File: src/rtl/fc_pkg.sv
// Shared constants and FSM state type for the FC scheduler slice.
//   DATA_W    : default signed data/weight/result width
//   VEC_LEN   : default elements per FC input vector
//   BIAS_ADDR : cfg address of the bias register (one past the last weight)
package fc_pkg;
    localparam int DATA_W    = 32;
    localparam int VEC_LEN   = 9;
    localparam int BIAS_ADDR = VEC_LEN;

    typedef enum logic [1:0] {
        IDLE  = 2'd0,
        ACCUM = 2'd1,
        OUT   = 2'd2
    } fc_state_t;
endpackage

File: src/rtl/relu_unit.sv
// Rectifier: passes x when strictly positive, otherwise zero.
//   x : signed two's-complement input
//   y : relu(x)
module relu_unit #(
    parameter int W = 32
) (
    input  logic [W-1:0] x,
    output logic [W-1:0] y
);
    // Zero passes through unchanged, so only the sign bit matters.
    assign y = x[W-1] ? '0 : x;
endmodule

File: src/rtl/fc_scheduler.sv
// Round-robin scheduler sharing one multiply-accumulate FC engine among
// NUM_CORES requesters. A granted core streams VEC_LEN elements which are
// dotted with the weight vector; bias is added, ReLU'd and presented with
// a valid/ready handshake together with the owning core index.
//   clk, rst            : clock, async active-high reset
//   req / gnt           : per-core request, one-hot registered grant
//   in_valid/in_data    : per-core element stream (core i at [i*DATA_W +: DATA_W])
//   in_ready            : element accept, only for the granted core in ACCUM
//   cfg_we/addr/wdata   : weight (addr < VEC_LEN) and bias (addr == VEC_LEN) writes, IDLE only
//   out_valid/data/id   : result, held until out_ready
module fc_scheduler #(
    parameter int  NUM_CORES = 4,
    parameter int  VEC_LEN   = fc_pkg::VEC_LEN,
    parameter int  DATA_W    = fc_pkg::DATA_W,
    localparam int ID_W      = (NUM_CORES > 1) ? $clog2(NUM_CORES) : 1
) (
    input  logic                          clk,
    input  logic                          rst,
    input  logic [NUM_CORES-1:0]          req,
    output logic [NUM_CORES-1:0]          gnt,
    input  logic [NUM_CORES-1:0]          in_valid,
    input  logic [NUM_CORES*DATA_W-1:0]   in_data,
    output logic [NUM_CORES-1:0]          in_ready,
    input  logic                          cfg_we,
    input  logic [3:0]                    cfg_addr,
    input  logic [DATA_W-1:0]             cfg_wdata,
    output logic                          out_valid,
    output logic [DATA_W-1:0]             out_data,
    output logic [ID_W-1:0]               out_id,
    input  logic                          out_ready
);
    localparam int             CNT_W = (VEC_LEN > 1) ? $clog2(VEC_LEN) : 1;
    localparam logic [CNT_W-1:0] LAST = CNT_W'(VEC_LEN - 1);

    fc_pkg::fc_state_t state_q, state_d;

    logic [NUM_CORES-1:0][DATA_W-1:0] in_vec;
    logic [VEC_LEN-1:0][DATA_W-1:0]   w;
    logic [DATA_W-1:0]                bias, acc, prod, acc_nxt, biased, relu_y;
    logic [CNT_W-1:0]                 cnt;
    logic [ID_W-1:0]                  g_idx, rr_ptr, pick, pick_nxt;
    logic [ID_W:0]                    cand;
    logic                             pick_vld, accept;

    assign in_vec = in_data;

    // Round-robin search starting at rr_ptr (one past the last grant).
    always_comb begin
        pick     = '0;
        pick_vld = 1'b0;
        cand     = '0;
        for (int i = 0; i < NUM_CORES; i++) begin
            cand = {1'b0, rr_ptr} + (ID_W+1)'(i);
            if (cand >= (ID_W+1)'(NUM_CORES))
                cand = cand - (ID_W+1)'(NUM_CORES);
            if (!pick_vld && req[cand[ID_W-1:0]]) begin
                pick_vld = 1'b1;
                pick     = cand[ID_W-1:0];
            end
        end
    end
    assign pick_nxt = (pick == ID_W'(NUM_CORES - 1)) ? '0 : pick + ID_W'(1);

    // Products and sums are kept to DATA_W bits: wrap-around arithmetic.
    assign accept  = (state_q == fc_pkg::ACCUM) && in_valid[g_idx];
    assign prod    = in_vec[g_idx] * w[cnt];
    assign acc_nxt = acc + prod;
    assign biased  = acc_nxt + bias;

    relu_unit #(.W(DATA_W)) u_relu (.x(biased), .y(relu_y));

    for (genvar i = 0; i < NUM_CORES; i++) begin : g_rdy
        assign in_ready[i] = (state_q == fc_pkg::ACCUM) && gnt[i];
    end

    always_ff @(posedge clk or posedge rst) begin
        if (rst) state_q <= fc_pkg::IDLE;
        else     state_q <= state_d;
    end

    always_comb begin
        state_d = state_q;
        case (state_q)
            fc_pkg::IDLE:  if (pick_vld)                  state_d = fc_pkg::ACCUM;
            fc_pkg::ACCUM: if (accept && cnt == LAST)     state_d = fc_pkg::OUT;
            fc_pkg::OUT:   if (out_ready)                 state_d = fc_pkg::IDLE;
            default:                                      state_d = fc_pkg::IDLE;
        endcase
    end

    always_ff @(posedge clk or posedge rst) begin
        if (rst) begin
            gnt       <= '0;
            g_idx     <= '0;
            rr_ptr    <= '0;
            acc       <= '0;
            cnt       <= '0;
            out_valid <= 1'b0;
            out_data  <= '0;
            out_id    <= '0;
            bias      <= '0;
            for (int k = 0; k < VEC_LEN; k++) w[k] <= DATA_W'(1);
        end else begin
            case (state_q)
                fc_pkg::IDLE: begin
                    // Weight write lands on the same edge as a grant, so the
                    // first element already sees the new value.
                    if (cfg_we) begin
                        for (int k = 0; k < VEC_LEN; k++)
                            if (cfg_addr == 4'(k)) w[k] <= cfg_wdata;
                        if (cfg_addr == 4'(VEC_LEN)) bias <= cfg_wdata;
                    end
                    if (pick_vld) begin
                        gnt    <= NUM_CORES'(1) << pick;
                        g_idx  <= pick;
                        rr_ptr <= pick_nxt;
                        acc    <= '0;
                        cnt    <= '0;
                    end
                end
                fc_pkg::ACCUM: begin
                    if (accept) begin
                        acc <= acc_nxt;
                        cnt <= cnt + CNT_W'(1);
                        if (cnt == LAST) begin
                            out_valid <= 1'b1;
                            out_data  <= relu_y;
                            out_id    <= g_idx;
                        end
                    end
                end
                fc_pkg::OUT: begin
                    // Grant stays up through OUT regardless of req.
                    if (out_ready) begin
                        out_valid <= 1'b0;
                        gnt       <= '0;
                    end
                end
                default: ;
            endcase
        end
    end
endmodule

File: config.mk
export PLATFORM = sky130hd
export DESIGN_NAME = fc_scheduler
export DESIGN_NICKNAME = d
export VERILOG_FILES = /design/src/rtl/fc_pkg.sv /design/src/rtl/relu_unit.sv /design/src/rtl/fc_scheduler.sv
export SDC_FILE = /design/constraint.sdc
export NUM_CORES = 2
export LEC_CHECK = 0
export CAP_MARGIN = 20
export CORE_MARGIN = 2
export CORE_UTILIZATION = 62
export DETAILED_ROUTE_END_ITERATION = 6
export GPL_TIMING_DRIVEN = 0
export PLACE_DENSITY = 0.83
export REMOVE_ABC_BUFFERS = 1
export SYNTH_ARGS = -nofsm -noshare
export SYNTH_HDL_FRONTEND = slang
export SYNTH_HIERARCHICAL = 1
export SYNTH_SLANG_ARGS = --single-unit
export TNS_END_PERCENT = 50
File: constraint.sdc
create_clock -name clk -period 20.8 [get_ports clk]
set_clock_uncertainty 0.05 [all_clocks]
set_input_delay 6.24 -clock clk [delete_from_list [all_inputs] [get_ports clk]]
set_output_delay 6.24 -clock clk [all_outputs]
set_load 0.05 [all_outputs]
==> results.json <==
{
  "async_flop_share_pct": 100.0,
  "synth_flop_cell": "dfrtp_1",
  "regToRegSetupSlack_ns": 8.46,
  "ys_seq_elements": 401,
  "io_buffers": 218,
  "clk_pin_slew_worst_paths_ns": 0.06,
  "critPathBufInv": 6,
  "status": "finished, violations left",
  "cp_slowest_stage_delay_ns": 0.71,
  "synthToLayoutAreaGrowth_pct": 12.68,
  "cts_resized": 0,
  "cts_setup_buffers": 0,
  "setup_viol": 0,
  "startpoint_type": "primary input",
  "drive_gt1_share_pct": 17.20,
  "vias": 26540,
  "finalWirelength_microns": 99100,
  "final_common_cell": "inv_1",
  "synth_area_leader_cell": "dfrtp_1",
  "holdPathStages": 2,
  "grt_usage_pct": 33.35,
  "critPathRequiredTime_ns": 21.19,
  "synth.distinct_cells": 83,
  "grt_max_degree": 133,
  "nFillCells": 3941,
  "hold_viol_final": 0,
  "syn_area_sq_mm": 0.03686,
  "ys_warn_count": 6,
  "drt_first_iter_violations": 2190,
  "synthCells": 3452,
  "synth_edf_count": 0,
  "crit_arrival_ns": 16.82,
  "cts_tree": "yes",
  "r2r.worst_path.cells": 41,
  "synth_top_area_share_pct": 26.62,
  "worstSetupPathType": "in -> reg",
  "cpMostUsedCell": "fa_1",
  "grt_pass1_wl_microns": 156100,
  "syn_avg_cell_area_sq_um": 10.68,
  "dr.pass1.iters": 5,
  "io_pins": 219,
  "cts_sinks": 401,
  "r2r_start": "cnt[1]",
  "cpMaxStageDelayCell": "o21ai_2",
  "die_h_microns": 247.8,
  "gp_congestion": 0.9386,
  "synth_area_leaders": "dfrtp_1, fa_1, mux2_2",
  "die_x_microns": 247.8,
  "hpwl_microns": 75760,
  "drc": 0,
  "whs_ns": 0.4426,
  "hold_class": "reg -> reg",
  "end_kind": "register",
  "dieArea_sq_mm": 0.06141,
  "crit_start": "in_data[40]",
  "critPathMaxFanout": 20,
  "antenna_found_initial": 5,
  "cts_buffer_depth": 3,
  "max_cap_viol_count": 0,
  "fin_nets": 4353,
  "violations": "slew limit",
  "worstMarginPinSlew_ns": 1.525,
  "layout_min_cycle_time_ns": 16.44,
  "grt_pass1_vias": 28080,
  "placementRows": 89,
  "diodes": 0,
  "gr-total-overflow": 0,
  "cts_buffers": 39,
  "timing.final.crit_share_pct": 79.02,
  "routedWlPerCell_microns": 22.64,
  "clock-root-buffer": "clkbuf_16",
  "rsz0062_at_grt": "no",
  "clock.fmax_mhz": 60.84,
  "start_util_pct": 62.56,
  "crit_family": "adder cells",
  "viasPerCell": 6.062,
  "core_sq_mm": 0.05891,
  "slew_headroom_pct": -1.645,
  "h-tree-depth": 2,
  "maxSlewViolCount": 11,
  "final_cell_mix": "inv_1, fa_1, dfrtp_1",
  "critPathCapture": "out_data[16]",
  "yosysSeqAreaShare_pct": 27.26,
  "rr_endpoint": "out_data[16]",
  "clk_latency_ns": 0.56,
  "cp_num_cells": 38,
  "ant_nets": 0,
  "hold_buffers": 0
}
[worst min path at each step]
| stage | endpoint | startpoint |
|---|---|---|
| 3_5_place_dp | out_valid | out_valid |
| 5_1_grt | w[70] | w[70] |
| 3_3_place_gp | out_valid | out_valid |
| 2_1_floorplan | acc[4] | acc[4] |
| 4_1_cts | out_valid | out_valid |
| 6_report | out_valid | out_valid |
[flip-flops by register name (all words and copies together), names as in the netlist]
name and count:
w 288, acc 32, bias 32, out_data 32, cnt 4, gnt 4, g_idx 2, out_id 2
rr_ptr 2, state_q 2, out_valid 1
[final cells by class]
cell class / count / area, sq um / share of cell area (%)
Multi-Input combinational cell: 2336 / 24040 / 57.88
Sequential cell: 401 / 10060 / 24.23
Timing Repair Buffer: 276 / 3178 / 7.652
Inverter: 521 / 1963 / 4.727
Clock buffer: 61 / 1200 / 2.889
Tap cell: 773 / 967.2 / 2.329
Clock inverter: 10 / 121.4 / 0.2922
[per-stage QoR]
stage	area, sq um	cells	setup TNS [ns]	worst slack, ns	utilization (%)
6_report	41530	4378	0	4.365	70.50
5_1_grt	41530	4378	0	3.903	70.50
4_1_cts	41480	4375	0	4.481	70.42
3_5_place_dp	40160	4304	0	4.017	68.18
3_3_place_gp	39050	4249	-488.99	-1.281	66.29
2_1_floorplan	35900	3258	0	3.372	-
[cells by family after synthesis]
logic type	share of synthesized area, %
fa+ha+maj	29.38
simple gates	10.01
mux	16.90
buf+inv	7.897
other cells	0.01017
compound gates	5.697
xor+xnor	2.848
flops	27.26
[Yosys cell counts (7+ instances only)]
cell	number
buf_6	10
nand3_1	32
o31ai_1	16
xnor2_1	88
nor3_1	23
a221oi_2	8
mux4_2	46
dfstp_2	9
buf_2	15
fa_1	439
clkbuf_1	111
dfrtp_1	392
nor2b_1	51
xor2_1	19
a221o_1	14
buf_1	42
a21o_1	26
nand2b_1	37
mux2i_1	70
a21oi_1	48
nor2_1	268
buf_4	8
o21bai_1	12
and3_1	8
ha_1	163
or2_2	7
o21ai_0	39
nand2_1	343
inv_1	521
a31oi_1	9
o21ai_1	16
and2_1	43
o21a_1	30
mux4_1	12
mux2_2	371
[worst reg2reg max path: cells and delay by family (launching register included)]
family	cells	cell delay [ns]
buf+inv	8	1.34
flops	1	0.93
mux	1	0.27
xor+xnor	2	0.71
fa+ha+maj	10	4.40
simple gates	9	1.64
compound gates	11	2.88
[per-layer routing]
metal | global-route usage (%) | up-vias | wire, microns
met1 | 43.52 | 13550 | 37620
met2 | 54.03 | 1348 | 47420
met3 | 7.180 | 313 | 9489
li1 | - | 11320 | -
met5 | 0 | - | 41
met4 | 14.72 | 6 | 4532
Power is not shown: default switching activity piles up to over one toggle a cycle in this logic, so the estimate is an artifact.
